==> src/rtl/stack_pkg.sv <==
// -----------------------------------------------------------------------------
// stack_pkg
// Shared definitions for the stack sequencer: the state encoding of the
// push/pop sequencer and the default stack pointer value loaded on reset.
// -----------------------------------------------------------------------------
package stack_pkg;

  // Stack pointer value after reset unless the instantiating level overrides it.
  localparam logic [15:0] SP_RESET_DEFAULT = 16'hFFFE;

  // A push writes the high byte first at SP-1, then the low byte at SP-2.
  // A pop reads the low byte at SP, then the high byte at SP+1.
  typedef enum logic [2:0] {
    IDLE    = 3'd0,
    PUSH_HI = 3'd1,
    PUSH_LO = 3'd2,
    POP_LO  = 3'd3,
    POP_HI  = 3'd4
  } state_e;

endpackage : stack_pkg

==> src/rtl/stack_sp_step.sv <==
// -----------------------------------------------------------------------------
// stack_sp_step
// Combinational stack pointer step: returns the pointer moved by one byte,
// wrapping modulo 2^16 in both directions.
//   sp_i  : current stack pointer
//   dec_i : 1 = decrement (push direction), 0 = increment (pop direction)
//   sp_o  : stepped stack pointer
// -----------------------------------------------------------------------------
module stack_sp_step (
  input  logic [15:0] sp_i,
  input  logic        dec_i,
  output logic [15:0] sp_o
);

  // 16-bit arithmetic drops the carry/borrow, which gives the wrap for free.
  assign sp_o = dec_i ? (sp_i - 16'd1) : (sp_i + 16'd1);

endmodule : stack_sp_step

==> src/rtl/stack_sequencer.sv <==
// -----------------------------------------------------------------------------
// stack_sequencer
// Sequences 16-bit stack pushes and pops onto a byte-wide memory port with a
// handshake (request strobe held until ack). The stack grows downwards.
//   i_Clk, i_Rst_n           : clock, asynchronous active-low reset
//   i_SP_Load, i_SP_Data     : load the stack pointer (idle only)
//   i_Push, i_Push_Data      : start a 16-bit push (idle only)
//   i_Pop                    : start a 16-bit pop (idle only)
//   i_Mem_RData, i_Mem_Ack   : memory read data / access completion
//   o_Mem_Addr, o_Mem_WData  : access address (always SP) / write byte
//   o_Mem_Write, o_Mem_Read  : access request strobes
//   o_SP, o_Pop_Data         : stack pointer / last popped value
//   o_Busy, o_Done           : operation in progress / one-cycle completion
// -----------------------------------------------------------------------------
module stack_sequencer
  import stack_pkg::*;
#(
  parameter logic [15:0] P_SP_RESET = SP_RESET_DEFAULT
) (
  input  logic        i_Clk,
  input  logic        i_Rst_n,
  input  logic        i_SP_Load,
  input  logic [15:0] i_SP_Data,
  input  logic        i_Push,
  input  logic [15:0] i_Push_Data,
  input  logic        i_Pop,
  input  logic [7:0]  i_Mem_RData,
  input  logic        i_Mem_Ack,
  output logic [15:0] o_Mem_Addr,
  output logic [7:0]  o_Mem_WData,
  output logic        o_Mem_Write,
  output logic        o_Mem_Read,
  output logic [15:0] o_SP,
  output logic [15:0] o_Pop_Data,
  output logic        o_Busy,
  output logic        o_Done
);

  state_e      state_q;
  logic [15:0] sp_q;
  logic [15:0] sp_d;
  logic [15:0] push_data_q;
  logic [15:0] pop_data_q;
  logic [7:0]  pop_lo_q;
  logic [7:0]  wdata_q;
  logic        write_q;
  logic        read_q;
  logic        busy_q;
  logic        done_q;
  logic        sp_dec;

  // Idle and the push states move SP down; the pop states move it up.
  assign sp_dec = (state_q != POP_LO) && (state_q != POP_HI);

  stack_sp_step u_sp_step (
    .sp_i  (sp_q),
    .dec_i (sp_dec),
    .sp_o  (sp_d)
  );

  // NOTE: every state element, including the data holding registers, uses
  // non-blocking assignments and is cleared by the async reset so an aborted
  // operation leaves nothing stale behind.
  always_ff @(posedge i_Clk or negedge i_Rst_n) begin
    if (!i_Rst_n) begin
      state_q     <= IDLE;
      sp_q        <= P_SP_RESET;
      push_data_q <= 16'h0000;
      pop_data_q  <= 16'h0000;
      pop_lo_q    <= 8'h00;
      wdata_q     <= 8'h00;
      write_q     <= 1'b0;
      read_q      <= 1'b0;
      busy_q      <= 1'b0;
      done_q      <= 1'b0;
    end else begin
      done_q <= 1'b0;
      case (state_q)
        IDLE: begin
          // Priority load > push > pop; the losers are simply dropped.
          if (i_SP_Load) begin
            sp_q <= i_SP_Data;
          end else if (i_Push) begin
            push_data_q <= i_Push_Data;
            sp_q        <= sp_d;
            wdata_q     <= i_Push_Data[15:8];
            write_q     <= 1'b1;
            busy_q      <= 1'b1;
            state_q     <= PUSH_HI;
          end else if (i_Pop) begin
            read_q  <= 1'b1;
            busy_q  <= 1'b1;
            state_q <= POP_LO;
          end
        end

        PUSH_HI: begin
          if (i_Mem_Ack) begin
            sp_q    <= sp_d;
            wdata_q <= push_data_q[7:0];
            state_q <= PUSH_LO;
          end
        end

        PUSH_LO: begin
          // SP already points at the low byte, which is the new top of stack.
          if (i_Mem_Ack) begin
            wdata_q <= 8'h00;
            write_q <= 1'b0;
            busy_q  <= 1'b0;
            done_q  <= 1'b1;
            state_q <= IDLE;
          end
        end

        POP_LO: begin
          if (i_Mem_Ack) begin
            pop_lo_q <= i_Mem_RData;
            sp_q     <= sp_d;
            state_q  <= POP_HI;
          end
        end

        POP_HI: begin
          if (i_Mem_Ack) begin
            pop_data_q <= {i_Mem_RData, pop_lo_q};
            sp_q       <= sp_d;
            read_q     <= 1'b0;
            busy_q     <= 1'b0;
            done_q     <= 1'b1;
            state_q    <= IDLE;
          end
        end

        default: begin
          wdata_q <= 8'h00;
          write_q <= 1'b0;
          read_q  <= 1'b0;
          busy_q  <= 1'b0;
          state_q <= IDLE;
        end
      endcase
    end
  end

  assign o_Mem_Addr  = sp_q;
  assign o_SP        = sp_q;
  assign o_Mem_WData = wdata_q;
  assign o_Mem_Write = write_q;
  assign o_Mem_Read  = read_q;
  assign o_Pop_Data  = pop_data_q;
  assign o_Busy      = busy_q;
  assign o_Done      = done_q;

endmodule : stack_sequencer
==> config.mk <==
export PLATFORM = sky130hd
export DESIGN_NAME = stack_sequencer
export DESIGN_NICKNAME = d
export VERILOG_FILES = /design/src/rtl/stack_pkg.sv /design/src/rtl/stack_sp_step.sv /design/src/rtl/stack_sequencer.sv
export SDC_FILE = /design/constraint.sdc
export NUM_CORES = 1
export LEC_CHECK = 0
export BUFFER_PORTS_ARGS = -buffer_cell sky130_fd_sc_hd__buf_2
export CORE_UTILIZATION = 35
export DETAILED_ROUTE_END_ITERATION = 7
export PLACE_DENSITY_LB_ADDON = 0.08
export SYNTH_ARGS = -nofsm -noshare
export SYNTH_HDL_FRONTEND = slang
export SYNTH_SLANG_ARGS = --single-unit
==> constraint.sdc <==
create_clock -name i_Clk -period 3.4 [get_ports i_Clk]
set_clock_uncertainty 0.05 [all_clocks]
set_input_delay 0.68 -clock i_Clk [delete_from_list [all_inputs] [get_ports i_Clk]]
set_output_delay 0.68 -clock i_Clk [all_outputs]
set_load 0.01 [all_outputs]
Word-level counts from Yosys, hierarchy flattened --
Index checks and enable logic that the tools add are counted.
Storage, ports and cells: memory bits (read-only) 0, memories 0, flip-flop bits (word level) 63, word-level logic and storage cells 82, bits in latches 0, bits in writable memories 0
Operators by class: divide/modulo/power cells 0, $add $sub $neg 2, magnitude comparators 0, equality and inequality tests 18, multipliers 0, muxes and demuxes 30, reductions and logical operators 17, bitwise logic cells 5, shift operators 0
Operators by type and width (number):
- $mux 16 | 4
- $mux 8 | 4
- $pmux 16 s2 | 1
- $pmux 8 s4 | 1
- $mux 3 | 6
- $add 16x1->16 const B | 1
- $ne 2x2->1 const B | 8
- $sub 16x1->16 const B | 1
- $reduce_and 5->1 | 3
- $pmux 3 s4 | 1
- $mux 1 | 10
- $ne 3x3->1 const B | 3
- $pmux 1 s3 | 3
- $reduce_and 4->1 | 2
- $eq 3x2->1 const B | 2
- $reduce_and 3->1 | 2
- $reduce_or 2->1 | 3
- $reduce_or 3->1 | 2
- $not 1->1 | 5
- $ne 2x1->1 const B | 2
- $reduce_and 2->1 | 2
- $eq 3x1->1 const B | 1
- $eq 3x3->1 const B | 1
- $logic_not 3->1 | 1
- other kinds (3) | 3

Logic depth before layout (Yosys ltp) --
Gate-level depths: netlist of run 1.
depth in word-level cells 6, gate-level depth with buffers 11

Modules after synthesis --
A second synthesis of run 1 with hierarchy kept.
Unflattened totals: cell total of the unflattened synthesis 308, area, all modules 3744.8 µm²
By module, submodules not included:
- stack_sequencer | cells each 218, instances 1, area an instance 3079.2 µm², seq. area each 1595.3 µm²
- stack_sp_step | cells each 90, instances 1, area an instance 665.6 µm², seq. area each 0.0 µm²

Least setup slack after synthesis of run 1 --
OpenSTA, ideal clock, no wires.
kind register to register, from reg state_q[2], to reg sp_q[15] (netlist: o_Mem_Addr[15]), period minus slack after synthesis 3.396 ns, required time 3.286 ns, path buffers 0, cell stages (with the launch flop) 9, arrival time 3.282 ns, path slack 0.004 ns, cells stage by stage dfrtp_1 > or3b_4 > a21boi_1 > ha_1 > a2111o_1 > o221ai_2 > a31oi_1 > or4b_1 > nand3_1
On the way: longest elaborated chain between the ends 6
RTL lines:
- from (decl) | RTL line stack_sequencer.sv:39 | state_e state_q;
- from (signal assigned) | RTL line stack_sequencer.sv:66 | state_q <= IDLE;
- from (signal assigned) | RTL line stack_sequencer.sv:89 | state_q <= PUSH_HI;
- from (signal assigned) | RTL line stack_sequencer.sv:93 | state_q <= POP_LO;
- $ne 3x2->1 or $ne 3x3->1 (tied branches) | RTL line stack_sequencer.sv:53 | assign sp_dec = (state_q != POP_LO) && (state_q != POP_HI);
- $logic_and 1x1->1 | RTL line stack_sequencer.sv:53
- $mux 16 | RTL line stack_sp_step.sv:16 | assign sp_o = dec_i ? (sp_i - 16'd1) : (sp_i + 16'd1);
- $mux 16 | RTL line stack_sequencer.sv:83 | end else if (i_Push) begin
- $mux 16 | RTL line stack_sequencer.sv:81 | if (i_SP_Load) begin
- $pmux 16 s2 | RTL line stack_sequencer.sv:78 | case (state_q)
- to (signal assigned) | RTL line stack_sequencer.sv:82 | sp_q <= i_SP_Data;
- to (signal assigned) | RTL line stack_sequencer.sv:85 | sp_q <= sp_d;
- to (signal assigned) | RTL line stack_sequencer.sv:99 | sp_q <= sp_d;
- to (decl) | RTL line stack_sequencer.sv:40 | logic [15:0] sp_q;
Several ways; a longest one is shown, not always the timed one. The select of a mux whose other input is x is not followed. A chain may end at the register's enable or synchronous reset.

Worst setup path in the final report of run 1 --
from reg state_q[0], to reg sp_q[12] (netlist: o_Mem_Addr[12])
Same word-level chain as after synthesis.

==> Flow_metrics.wiki, run 1 <==
{| class="wikitable"
! Metric !! Value
|-
| Result of the run || finished, final reports clean
|-
| Floorplan die area || 0.0109 mm^2
|-
| Required time of the worst setup path || 3.61 ns
|-
| Clock sink count || 63
|-
| Period utilisation layout || 91.3%
|-
| Clock slew at the register clock pins of the worst setup and hold paths || 0.09 ns
|-
| Residual DRC count || 0
|-
| Combinational cell fraction of total power || approximately 60%
|-
| Sequential share of the synthesized area || between 40% and 50%
|-
| Via density per instance || 5.09
|-
| Top-level port count || 106
|-
| Cell internal power dissipation || about 2.9 mW
|-
| Worst path bufs/invs || 1
|-
| Global placement routability congestion || 0.814
|-
| Total Negative Setup Slacks || 0 ns
|-
| Fraction of final layout cells sized beyond drive strength 1 || 39.2%
|-
| Via count of the first global-routing pass || between 2,000 and 3,000
|-
| Number of cells upsized or downsized after cts || 0
|-
| Beginning of the critical path || state_q[0]$_DFFE_PN0P_
|-
| Number of nets in the layout || 523
|-
| Sequential share of power || 27.4%
|-
| Family with the most delay on the worst path || compound AO/OA/AOI/OAI gates
|-
| Number of cells on the critical path || 10
|-
| Top cells by area in the synthesized netlist || sky130_fd_sc_hd__dfrtp_1 33%, sky130_fd_sc_hd__dfstp_2 11%, sky130_fd_sc_hd__mux2_2 10%
|-
| Mapped cell area || 0.00368 mm^2
|-
| WL per Instance || approximately 15 um
|-
| Post-route minimum period || 3.11 ns
|-
| Post-synthesis average cell area || ~10 um^2
|-
| I/O Buffers || 105
|-
| Number of nets produced by synthesis || 430
|-
| Worst Path Arrival || around 3.3 ns
|-
| Worst stage delay on the critical path || around 0.42 ns
|-
| Logic depth of the worst register-to-register path || 10
|-
| Kind of path behind the tightest hold check || in2async
|-
| Seq cells post-synth || between 60 and 70
|-
| Final Hold Violating Endpoints || 0
|-
| Clock buffer depth || 2
|-
| Wire length of the first global-routing pass || approximately 15,000 um
|-
| Reg2Reg Setup Slack || 0.29 ns
|-
| CP Cell Sequence || or3b_4, a21boi_1, buf_12, fa_1, a211oi_1, o211ai_1, a21oi_1, o31ai_1, mux2i_1, a211oi_1
|-
| Clock tree root driver cell || sky130_fd_sc_hd__clkbuf_8
|-
| Cts-stage hold buffer count || 0
|-
| Reg-to-reg startpoint || state_q[0]$_DFFE_PN0P_
|-
| H-tree levels || 3
|-
| Slowest cell on the critical path || sky130_fd_sc_hd__fa_1
|-
| Antenna Violating Nets Remaining || 0
|-
| Routed wire length || 8850 um
|-
| Synth-to-layout area growth || 20.6%
|-
| Slew @ Worst Pin || 0.760 ns
|-
| Clock network fraction of design power || 12.2%
|-
| Number of buffers inserted by post-CTS setup repair || 0
|-
| Die Wd || around 100 um
|-
| P_leak || 2.07 nW
|-
| Worst slew margin relative to its limit || about half
|-
| Maximum number of pins on one net before global-route repair || 41
|-
| Setup slack after placement || roughly 0.32 ns
|-
| Standard cell core area || between 0.01 and 0.015 mm^2
|-
| N_diodes || 0
|-
| Most area-hungry cell type in the Yosys netlist || sky130_fd_sc_hd__dfrtp_1
|-
| Worst-path maximum fanout || 20
|-
| Standard-cell row count || 37
|-
| Primary FF master, synth || sky130_fd_sc_hd__dfrtp_1
|-
| Final Worst Setup Slack || a little under 0.3 ns
|-
| Total Power || 5.24 mW
|-
| Maximum clock frequency || 322 MHz
|-
| Total track usage || between 10% and 20%
|-
| Cells after synthesis || 369
|-
| Switching pwr || 2.37 mW
|-
| DR iter-0 viols || 81
|-
| Starting density of the core || a little over a third
|-
| First-pass DRT Iterations || 4
|-
| Cell mode on critical path || sky130_fd_sc_hd__a211oi_1
|-
| Number of max-cap violations || 0
|-
| Clk_lat worst skew || 0.34 ns
|-
| Number of antenna violations at the first check in global routing || 0
|-
| Final setup violation count || 0
|-
| Cell Pwr Density || 1180 mW/mm^2
|-
| Die height || about 100 um
|-
| CTS tree || yes
|-
| Reg-to-reg critical path endpoint || o_Mem_Addr[12]$_DFFE_PN1P_
|-
| Endpoint type of the worst setup path || flop
|-
| Total congestion overflow || 0
|-
| Count of vias placed by the detailed router || 3,068
|-
| Final number of max-transition violations || 0
|-
| Number of warning messages in the yosys log || 0
|-
| Async set-or-reset flop fraction in the synthesized netlist || 100%
|-
| Count of flip-flops with a built-in enable after synthesis || 0
|-
| Peak VDD IR || 0.372 mV
|-
| Switching share of total power || 45.2%
|-
| Post-synth top area share || 32.6%
|-
| Post-detail-place hpwl || 6320 um
|-
| Unrepaired setup endpoints after global routing || false
|-
| Number of CTS-inserted buffers || 9
|-
| Worst setup path class || reg2reg
|-
| Nature of the critical path startpoint || flop
|-
| Distinct cell type count after synthesis || 56
|}
[power by group through the flow]
stage / logic [mW] / clock network, mW / registers, mW
after floorplan: 2.32 / 0 / 1.52
after global placement: 3.15 / 0 / 1.44
after detailed placement: 3.18 / 0 / 1.45
after CTS: 3.19 / 0.671 / 1.44
after global routing: 3.57 / 0.701 / 1.48
final: 3.17 / 0.638 / 1.43
[worst max-delay path by stage]
stage	endpoint	slack [ns]
finish	o_Mem_Addr[12]$_DFFE_PN1P_	0.29
detailed placement	o_Mem_Addr[12]$_DFFE_PN1P_	0.32
global placement	o_Mem_Addr[14]$_DFFE_PN1P_	0.35
global route	o_Mem_Addr[12]$_DFFE_PN1P_	0.08
CTS	o_Mem_Addr[12]$_DFFE_PN1P_	0.29
floorplan	o_Mem_Addr[15]$_DFFE_PN1P_	0.004
[metrics by stage]
stage	cell area, um^2	util [%]	std cells	hold slack (ns)
final	4440	43.2	603	0.259
after detailed placement	4250	41.4	587	0.416
after global routing	4440	43.2	603	0.300
after global placement	4250	41.4	587	0.410
after floorplan	3680	-	369	0.334
after CTS	4440	43.2	603	0.281
[metal layers]
metal	vias up	global-route usage, %	share of wire, %
li1	1514	-	-
met1	1481	22.2	46
met2	66	28.6	50
met3	7	3.31	3.0
met4	0	5.51	1.1
met5	-	0	0
[layout by cell type (no fill, tap or decap), drive strengths merged, types with 2 or more instances in the layout]
cell type | synthesis | final
o211ai | 4 | 4
nand3 | 9 | 9
ha | 14 | 14
clkbuf | 10 | 9
dfrtp | 48 | 48
inv | 9 | 13
nor3 | 5 | 5
a21o | 4 | 4
nand4 | 2 | 2
o21ai | 23 | 23
buf | 21 | 113
a211oi | 10 | 10
nor2 | 31 | 31
a211o | 2 | 2
dfstp | 15 | 15
o22a | 3 | 3
nor2b | 4 | 4
nor4b | 2 | 2
nand3b | 2 | 2
clkinvlp | 0 | 2
a22oi | 9 | 9
nand2b | 4 | 4
xnor2 | 4 | 4
and3 | 8 | 8
a31oi | 8 | 8
mux2 | 33 | 33
mux2i | 4 | 4
a21oi | 18 | 18
o31ai | 2 | 2
a21boi | 2 | 2
nand2 | 38 | 38
[cells by family after synthesis]
kind of cell / count (synthesis) / synth area share [%]
simple gates: 112 / 14.5
mux: 37 / 11.2
compound gates: 97 / 18.3
flops: 63 / 43.3
fa+ha+maj: 15 / 5.30
xor+xnor: 5 / 1.19
buf+inv: 40 / 6.22
[sequential cells by signal (all words and copies together), names as in the netlist]
signal       cells
o_Busy           1
o_Done           1
o_Mem_Addr      16
o_Mem_Read       1
o_Mem_WData      8
o_Mem_Write      1
o_Pop_Data      16
pop_lo_q         8
push_data_q      8
state_q          3
[final cells by class]
class,count,area (um^2)
Clock buffer,9,124
Clock inverter,7,61.3
Fill cell,1058,5840
Inverter,9,33.8
Multi-Input combinational cell,266,1860
Sequential cell,63,1600
Tap cell,136,170
Timing Repair Buffer,113,598
[synth_stat cells, drive strengths merged, types with 2 or more instances]
| cell | instances |
|---|---|
| mux2 | 33 |
| a211oi | 10 |
| nand2 | 38 |
| nor2 | 31 |
| dfrtp | 48 |
| nand3b | 2 |
| clkbuf | 10 |
| o211ai | 4 |
| nand4 | 2 |
| a21o | 4 |
| o22a | 3 |
| dfstp | 15 |
| nand3 | 9 |
| a22oi | 9 |
| a31oi | 8 |
| buf | 21 |
| a21boi | 2 |
| a21oi | 18 |
| a211o | 2 |
| xnor2 | 4 |
| inv | 9 |
| nor4b | 2 |
| nor2b | 4 |
| nand2b | 4 |
| o21ai | 23 |
| nor3 | 5 |
| ha | 14 |
| o31ai | 2 |
| and3 | 8 |
| mux2i | 4 |
(Power assumes the default switching activity.)
==> inputs of run 2 (changes only) <==
--- a/config.mk
+++ b/config.mk
@@ -5,10 +5,12 @@
 export SDC_FILE = /design/constraint.sdc
 export NUM_CORES = 1
 export LEC_CHECK = 0
-export BUFFER_PORTS_ARGS = -buffer_cell sky130_fd_sc_hd__buf_2
 export CORE_UTILIZATION = 35
 export DETAILED_ROUTE_END_ITERATION = 7
+export DONT_BUFFER_PORTS = 1
 export PLACE_DENSITY_LB_ADDON = 0.08
+export SKIP_CTS_REPAIR_TIMING = 1
+export SKIP_LAST_GASP = 1
 export SYNTH_ARGS = -nofsm -noshare
 export SYNTH_HDL_FRONTEND = slang
 export SYNTH_SLANG_ARGS = --single-unit
==> run 2 against run 1 <==
- cell count decreased by 17%
- count of clock-buffer cells in the layout did not move
- setup slack better by 0.0018 ns
- register-to-register slack barely moved
- die area unchanged
- routed wire length decreased by 3.0%
- sequential cell count did not move
- sequential power increased by 14%
- utilization decreased by 4.7 points
- via count is 13% lower
- maximum frequency about the same
- combinational power fell by 15%
- critical path type unchanged
- critical endpoint unchanged
- largest power group unchanged
- highest routed layer unchanged
==> Flow_metrics.wiki, run 2 (synthesized netlist as in run 1, its figures left out) <==
{| class="wikitable"
! Metric !! Value
|-
| Result of the run || finished, final reports clean
|-
| Total track usage || 16.6% (-0.48 points)
|-
| Most frequent cells in the layout || 48 x sky130_fd_sc_hd__dfrtp_1, 38 x sky130_fd_sc_hd__nand2_1, 33 x sky130_fd_sc_hd__mux2_2, 31 x sky130_fd_sc_hd__nor2_1, 21 x sky130_fd_sc_hd__o21ai_0
|-
| Final number of max-transition violations || 0 (unchanged)
|-
| Cell internal power dissipation || 2.72 mW (-5.3%)
|-
| CTS tree || yes
|-
| Clock tree root driver cell || sky130_fd_sc_hd__clkbuf_8
|-
| Standard-cell row count || 37 (unchanged)
|-
| Floorplan die area || 0.0109 mm^2 (unchanged)
|-
| Kind of path behind the tightest hold check || in2async
|-
| WL per Instance || 17.2 um (+17%)
|-
| Maximum number of pins on one net before global-route repair || 64 (+56%)
|-
| Post-Place Cell Area || 0.00373 mm^2 (-12%)
|-
| Fraction of final layout cells sized beyond drive strength 1 || 21.8% (-17 points)
|-
| Switching share of total power || 45.4% (+0.15 points)
|-
| Required time of the worst setup path || 3.60 ns (about the same)
|-
| Clk_lat worst skew || 0.34 ns (about the same)
|-
| Global placement routability congestion || 0.792 (-2.7%)
|-
| Worst setup path class || reg2reg
|-
| H-tree levels || 3 (unchanged)
|-
| Via density per instance || 5.32 (+4.6%)
|-
| Maximum clock frequency || 322 MHz (about the same)
|-
| Antenna Violating Nets Remaining || 0 (unchanged)
|-
| Sequential share of power || 32.8% (+5.4 points)
|-
| Final setup violation count || 0 (unchanged)
|-
| Length of routed wiring on met1 || 3830 um (-6.2%)
|-
| N_diodes || 0 (unchanged)
|-
| Met3 wire len || 457 um (+72%)
|-
| Nature of the critical path startpoint || flop
|-
| Cell Pwr Density || 1260 mW/mm^2 (+6.6%)
|-
| Switching pwr || 2.26 mW (-4.8%)
|-
| Clock buffer depth || 2 (unchanged)
|-
| Top layer used by detailed routing || met4
|-
| I/O Buffers || 0 (-100%)
|-
| Via count of the first global-routing pass || 2,661 (-11%)
|-
| Final standard cell count with taps included and fillers excluded || 499 (-17%)
|-
| Combinational cell fraction of total power || 53.9% (-6.6 points)
|-
| Period utilisation layout || 91.3% (about the same)
|-
| Total Negative Setup Slacks || 0 ns (unchanged)
|-
| Clock slew at the register clock pins of the worst setup and hold paths || 0.08 ns (about the same)
|-
| P_leak || 1.66 nW (-20%)
|-
| Number of nets in the layout || 419 (-20%)
|-
| Top-level port count || 106 (unchanged)
|-
| Slew @ Worst Pin || 0.757 ns (-0.00293 ns)
|-
| Utilization of the core after routing || 38.5% (-4.7 points)
|-
| Routed wire length || 8580 um (-3.0%)
|-
| Endpoint type of the worst setup path || flop
|-
| Number of antenna violations at the first check in global routing || 0 (unchanged)
|-
| Worst Path Arrival || 3.31 ns (about the same)
|-
| Post-detail-place hpwl || 5910 um (-6.4%)
|-
| Post-route minimum period || 3.10 ns (-0.00177 ns)
|-
| Clock network fraction of design power || 13.3% (+1.1 points)
|-
| Number of CTS-inserted buffers || 9 (unchanged)
|-
| Final Hold Violating Endpoints || 0 (unchanged)
|-
| Residual DRC count || 0 (unchanged)
|-
| Standard cell core area || 0.0103 mm^2 (unchanged)
|-
| DR iter-0 viols || 122 (+51%)
|-
| First-pass DRT Iterations || 4 (unchanged)
|-
| Clock sink count || 63 (unchanged)
|-
| Number of placed instances, taps included || 482 (-18%)
|-
| Wire length of the first global-routing pass || 14,100 um (-4.6%)
|-
| Worst-path maximum fanout || 20 (unchanged)
|-
| Die Wd || 105 um (unchanged)
|-
| Starting density of the core || 35.8% (unchanged)
|-
| Met2 wire length || 4200 um (-4.6%)
|-
| Peak VDD IR || 0.340 mV (-8.6%)
|-
| Unrepaired setup endpoints after global routing || false
|-
| Die height || 105 um (unchanged)
|-
| Finished layout cell area || 0.00395 mm^2 (-11%)
|-
| Worst slew margin relative to its limit || 49.5% (+0.20 points)
|-
| Synth-to-layout area growth || 7.41%
|-
| Total Power || 4.97 mW (-5.1%)
|-
| Most frequent standard cell in the layout excluding fill and tap cells || sky130_fd_sc_hd__dfrtp_1
|-
| Count of vias placed by the detailed router || 2,656 (-13%)
|-
| Filler cells || 1,048 (-0.95%)
|-
| Number of max-cap violations || 0 (unchanged)
|-
| Total congestion overflow || 0 (unchanged)
|}
## run 2: changes by cell type in the layout (fill, tap and decap cells not counted), sizes merged
cell,before,now
clkinvlp,2,1
inv,13,9
buf,113,9
clkinv,1,5
bufinv,0,1
## run 2: power groups by stage
stage                     clock, mW  combinational (mW)  sequential [mW]
final                         0.660                2.68             1.63
after CTS                     0.695                2.69             1.65
after detailed placement          0                2.67             1.66
after floorplan                   0                2.32             1.52
after global placement            0                2.65             1.65
after global routing          0.720                3.03             1.69
## run 2: worst paths after layout
| kind | start | end | slack, ns | cells past startpoint |
|---|---|---|---|---|
| max | state_q[0]$_DFFE_PN0P_ | o_Mem_Addr[12]$_DFFE_PN1P_ | 0.30 | 10 |
| max reg2reg | state_q[0]$_DFFE_PN0P_ | o_Mem_Addr[12]$_DFFE_PN1P_ | 0.30 | 10 |
| min in group i_Clk | i_SP_Data[1] | o_Mem_Addr[1]$_DFFE_PN1P_ | 0.40 | 2 |
| min | i_Rst_n | o_Mem_Addr[6]$_DFFE_PN1P_ | 0.12 | 0 |
| max in group asynchronous | i_Rst_n | push_data_q[1]$_DFFE_PN0P_ | 2.94 | 1 |
| min reg2reg | pop_lo_q[2]$_DFFE_PN0P_ | o_Pop_Data[2]$_DFFE_PN0P_ | 0.45 | 1 |
## run 2: area by class of cell
type,instances,area (um^2),area share (%)
clock buffer,9,124,3.13
timing repair buffer,9,100,2.53
clock inverter,7,73.8,1.87
tap,136,170,4.30
inverter,9,33.8,0.854
sequential,63,1600,40.3
multi-input combinational,266,1860,47.0
## run 2: critical path: stages (launching register included)
cell	delay [ns]
sky130_fd_sc_hd__dfrtp_1	0.38
sky130_fd_sc_hd__or3b_4	0.41
sky130_fd_sc_hd__a21boi_1	0.16
sky130_fd_sc_hd__buf_12	0.17
sky130_fd_sc_hd__fa_1	0.43
sky130_fd_sc_hd__a211oi_1	0.38
sky130_fd_sc_hd__o211ai_1	0.18
sky130_fd_sc_hd__a21oi_1	0.32
sky130_fd_sc_hd__o31ai_1	0.15
sky130_fd_sc_hd__mux2i_1	0.14
sky130_fd_sc_hd__a211oi_1	0.24
## run 2: routing by layer
| layer | GRT usage [%] | vias up |
|---|---|---|
| met5 | 0 | - |
| met4 | 5.51 | 0 |
| met3 | 4.55 | 7 |
| met2 | 27.3 | 58 |
| met1 | 21.0 | 1280 |
| li1 | - | 1311 |
## run 2: stage by stage
| step | setup WS, ns | hold WS [ns] |
|---|---|---|
| 5_1_grt | 0.0539 | 0.0944 |
| 3_5_place_dp | 0.283 | 0.337 |
| 4_1_cts | 0.264 | -0.0500 |
| 2_1_floorplan | 0.00374 | 0.334 |
| 6_report | 0.296 | 0.121 |
| 3_3_place_gp | 0.338 | 0.337 |
==> inputs of run 3 (changes only) <==
--- a/config.mk
+++ b/config.mk
@@ -5,6 +5,7 @@
 export SDC_FILE = /design/constraint.sdc
 export NUM_CORES = 1
 export LEC_CHECK = 0
+export CORE_MARGIN = 5
 export CORE_UTILIZATION = 35
 export DETAILED_ROUTE_END_ITERATION = 7
 export DONT_BUFFER_PORTS = 1
==> run 3 against run 2 <==
- via count grew 0.56%
- setup slack gained 0.026 ns
- sequential power is essentially flat
- total power grew 1.1%
- register-to-register slack gained 0.03 ns
==> Flow_metrics.wiki, run 3 (synthesized netlist as in run 1, its figures left out) <==
{| class="wikitable"
! Metric !! Value
|-
| Slowest cell on the critical path || sky130_fd_sc_hd__fa_1
|-
| Unrepaired setup endpoints after global routing || false
|-
| H-tree levels || 3 (unchanged)
|-
| WL per Instance || 17.8 um (+3.5%)
|-
| Clock buffer depth || 2 (unchanged)
|-
| Worst hold slack || 0.112 ns (-0.00882 ns)
|-
| Number of antenna violations at the first check in global routing || 0 (unchanged)
|-
| Clk_lat worst skew || 0.35 ns (about the same)
|-
| Final setup violation count || 0 (unchanged)
|-
| Residual DRC count || 0 (unchanged)
|-
| Endpoint type of the worst setup path || flop
|-
| Maximum number of pins on one net before global-route repair || 64 (unchanged)
|-
| Slew @ Worst Pin || 0.729 ns (-0.0275 ns)
|-
| Top-level port count || 106 (unchanged)
|-
| Via density per instance || 5.35 (+0.56%)
|-
| Most frequent standard cell in the layout excluding fill and tap cells || sky130_fd_sc_hd__dfrtp_1
|-
| Number of CTS-inserted buffers || 9 (unchanged)
|-
| Period utilisation layout || 90.5% (-0.77 points)
|-
| CP Cell Sequence || or3b_4, a21boi_1, buf_12, fa_1, a211oi_1, o211ai_1, a21oi_2, o211ai_1, mux2i_1, a211oi_1
|-
| P_leak || 1.67 nW (+0.20%)
|-
| Synth-to-layout area growth || 7.68%
|-
| Required time of the worst setup path || 3.60 ns (about the same)
|-
| Clock slew at the register clock pins of the worst setup and hold paths || 0.09 ns (about the same)
|-
| Post-route minimum period || 3.08 ns (-0.0260 ns)
|-
| Final number of max-transition violations || 0 (unchanged)
|-
| Total track usage || 14.3% (-2.3 points)
|-
| Final Hold Violating Endpoints || 0 (unchanged)
|-
| Via count of the first global-routing pass || 2,734 (+2.7%)
|-
| Standard cell core area || 0.0103 mm^2 (unchanged)
|-
| Die Wd || 113 um (+7.7%)
|-
| DR iter-0 viols || 129 (+5.7%)
|-
| Routed wire length || 8880 um (+3.5%)
|-
| Nature of the critical path startpoint || flop
|-
| Worst slew margin relative to its limit || 51.4% (+1.8 points)
|-
| Clock sink count || 63 (unchanged)
|-
| Antenna Violating Nets Remaining || 0 (unchanged)
|-
| Worst stage delay on the critical path || 0.42 ns (about the same)
|-
| Count of vias placed by the detailed router || 2,671 (+0.56%)
|-
| Die height || 113 um (+7.7%)
|-
| Worst setup path class || reg2reg
|-
| N_diodes || 0 (unchanged)
|-
| Peak VDD IR || 0.391 mV (+15%)
|-
| Result of the run || finished, final reports clean
|-
| Global placement routability congestion || 0.804 (+1.6%)
|-
| First-pass DRT Iterations || 4 (unchanged)
|-
| Worst path bufs/invs || 1 (unchanged)
|-
| Floorplan die area || 0.0127 mm^2 (+16%)
|-
| Maximum clock frequency || 325 MHz (+0.85%)
|-
| Family with the most delay on the worst path || compound AO/OA/AOI/OAI gates
|-
| I/O Buffers || 0 (unchanged)
|-
| Post-detail-place hpwl || 6250 um (+5.6%)
|-
| Total Negative Setup Slacks || 0 ns (unchanged)
|-
| CTS tree || yes
|-
| Cell Pwr Density || 1270 mW/mm^2 (+0.82%)
|-
| Clock tree root driver cell || sky130_fd_sc_hd__clkbuf_8
|-
| Number of max-cap violations || 0 (unchanged)
|-
| Most frequent cells in the layout || 48 x sky130_fd_sc_hd__dfrtp_1, 38 x sky130_fd_sc_hd__nand2_1, 33 x sky130_fd_sc_hd__mux2_2, 31 x sky130_fd_sc_hd__nor2_1, 21 x sky130_fd_sc_hd__o21ai_0
|-
| Total congestion overflow || 0 (unchanged)
|-
| Number of nets in the layout || 419 (unchanged)
|-
| Starting density of the core || 35.8% (unchanged)
|-
| Kind of path behind the tightest hold check || in2async
|-
| Worst Path Arrival || 3.28 ns (-0.03 ns)
|-
| Wire length of the first global-routing pass || 14,700 um (+4.1%)
|-
| Standard-cell row count || 37 (unchanged)
|-
| Worst-path maximum fanout || 20 (unchanged)
|-
| Fraction of final layout cells sized beyond drive strength 1 || 22.0% (+0.28 points)
|}
[run 3: changes by cell type in the layout (fill, tap and decap cells not counted)]
cell	before	now
sky130_fd_sc_hd__a21oi_1	18	17
sky130_fd_sc_hd__a21oi_2	0	1
sky130_fd_sc_hd__clkinv_2	2	1
sky130_fd_sc_hd__clkinv_4	3	1
sky130_fd_sc_hd__inv_6	0	2
sky130_fd_sc_hd__inv_8	0	1
[run 3: final timing paths]
| kind | cells after the start | endpoint | start | slack, ns |
|---|---|---|---|---|
| worst min-delay path | 0 | o_Mem_Addr[4]$_DFFE_PN1P_ | i_Rst_n | 0.11 |
| worst max-delay path | 10 | o_Mem_Addr[14]$_DFFE_PN1P_ | state_q[0]$_DFFE_PN0P_ | 0.32 |
| max in group asynchronous | 1 | o_Mem_WData[1]$_DFFE_PN0P_ | i_Rst_n | 2.94 |
| worst min register to register | 1 | o_Pop_Data[7]$_DFFE_PN0P_ | pop_lo_q[7]$_DFFE_PN0P_ | 0.45 |
| worst max register to register | 10 | o_Mem_Addr[14]$_DFFE_PN1P_ | state_q[0]$_DFFE_PN0P_ | 0.32 |
| min in group i_Clk | 2 | o_Mem_Addr[3]$_DFFE_PN1P_ | i_SP_Data[3] | 0.38 |
[run 3: power by group]
| part | internal (mW) | switching, mW |
|---|---|---|
| registers | 1.19 | 0.467 |
| logic | 1.19 | 1.49 |
| clock network | 0.349 | 0.336 |
| total | 2.73 | 2.29 |
[run 3: worst register-to-register path, delay by kind of cell (launching register included)]
kind                     cells  cell delay (ns)
flip-flops                   1             0.38
AO/OA/AOI/OAI                6             1.41
buffers and inverters        1             0.17
adder cells (fa/ha/maj)      1             0.43
AND/OR/NAND/NOR              1             0.41
multiplexers                 1             0.13
[run 3: metal layers]
layer	vias up	share of wire (%)	GRT usage [%]	wire length (um)
li1	1312	-	-	-
met1	1265	42	18.1	3750
met2	85	49	23.3	4350
met3	9	7.2	4.15	643
met4	0	1.5	5.05	133
met5	-	0	0	0
[run 3: layout make-up]
class	count	area (um^2)
clock buffer	9	124
clock inverter	7	80.1
fill	1066	6310
inverter	9	33.8
multi-input combinational	266	1860
sequential	63	1600
tap	136	170
timing repair buffer	9	100
[run 3: through the flow]
step / setup WS [ns] / instance area [um^2] / instances / total power [mW] / util (%)
after global routing: 0.0893 / 3960 / 499 / 5.52 / 38.6
final: 0.322 / 3960 / 499 / 5.03 / 38.6
after detailed placement: 0.242 / 3730 / 482 / 4.34 / 36.3
after global placement: 0.345 / 3730 / 482 / 4.32 / 36.3
after CTS: 0.235 / 3930 / 498 / 5.07 / 38.3
after floorplan: 0.00374 / 3680 / 369 / 3.84 / -
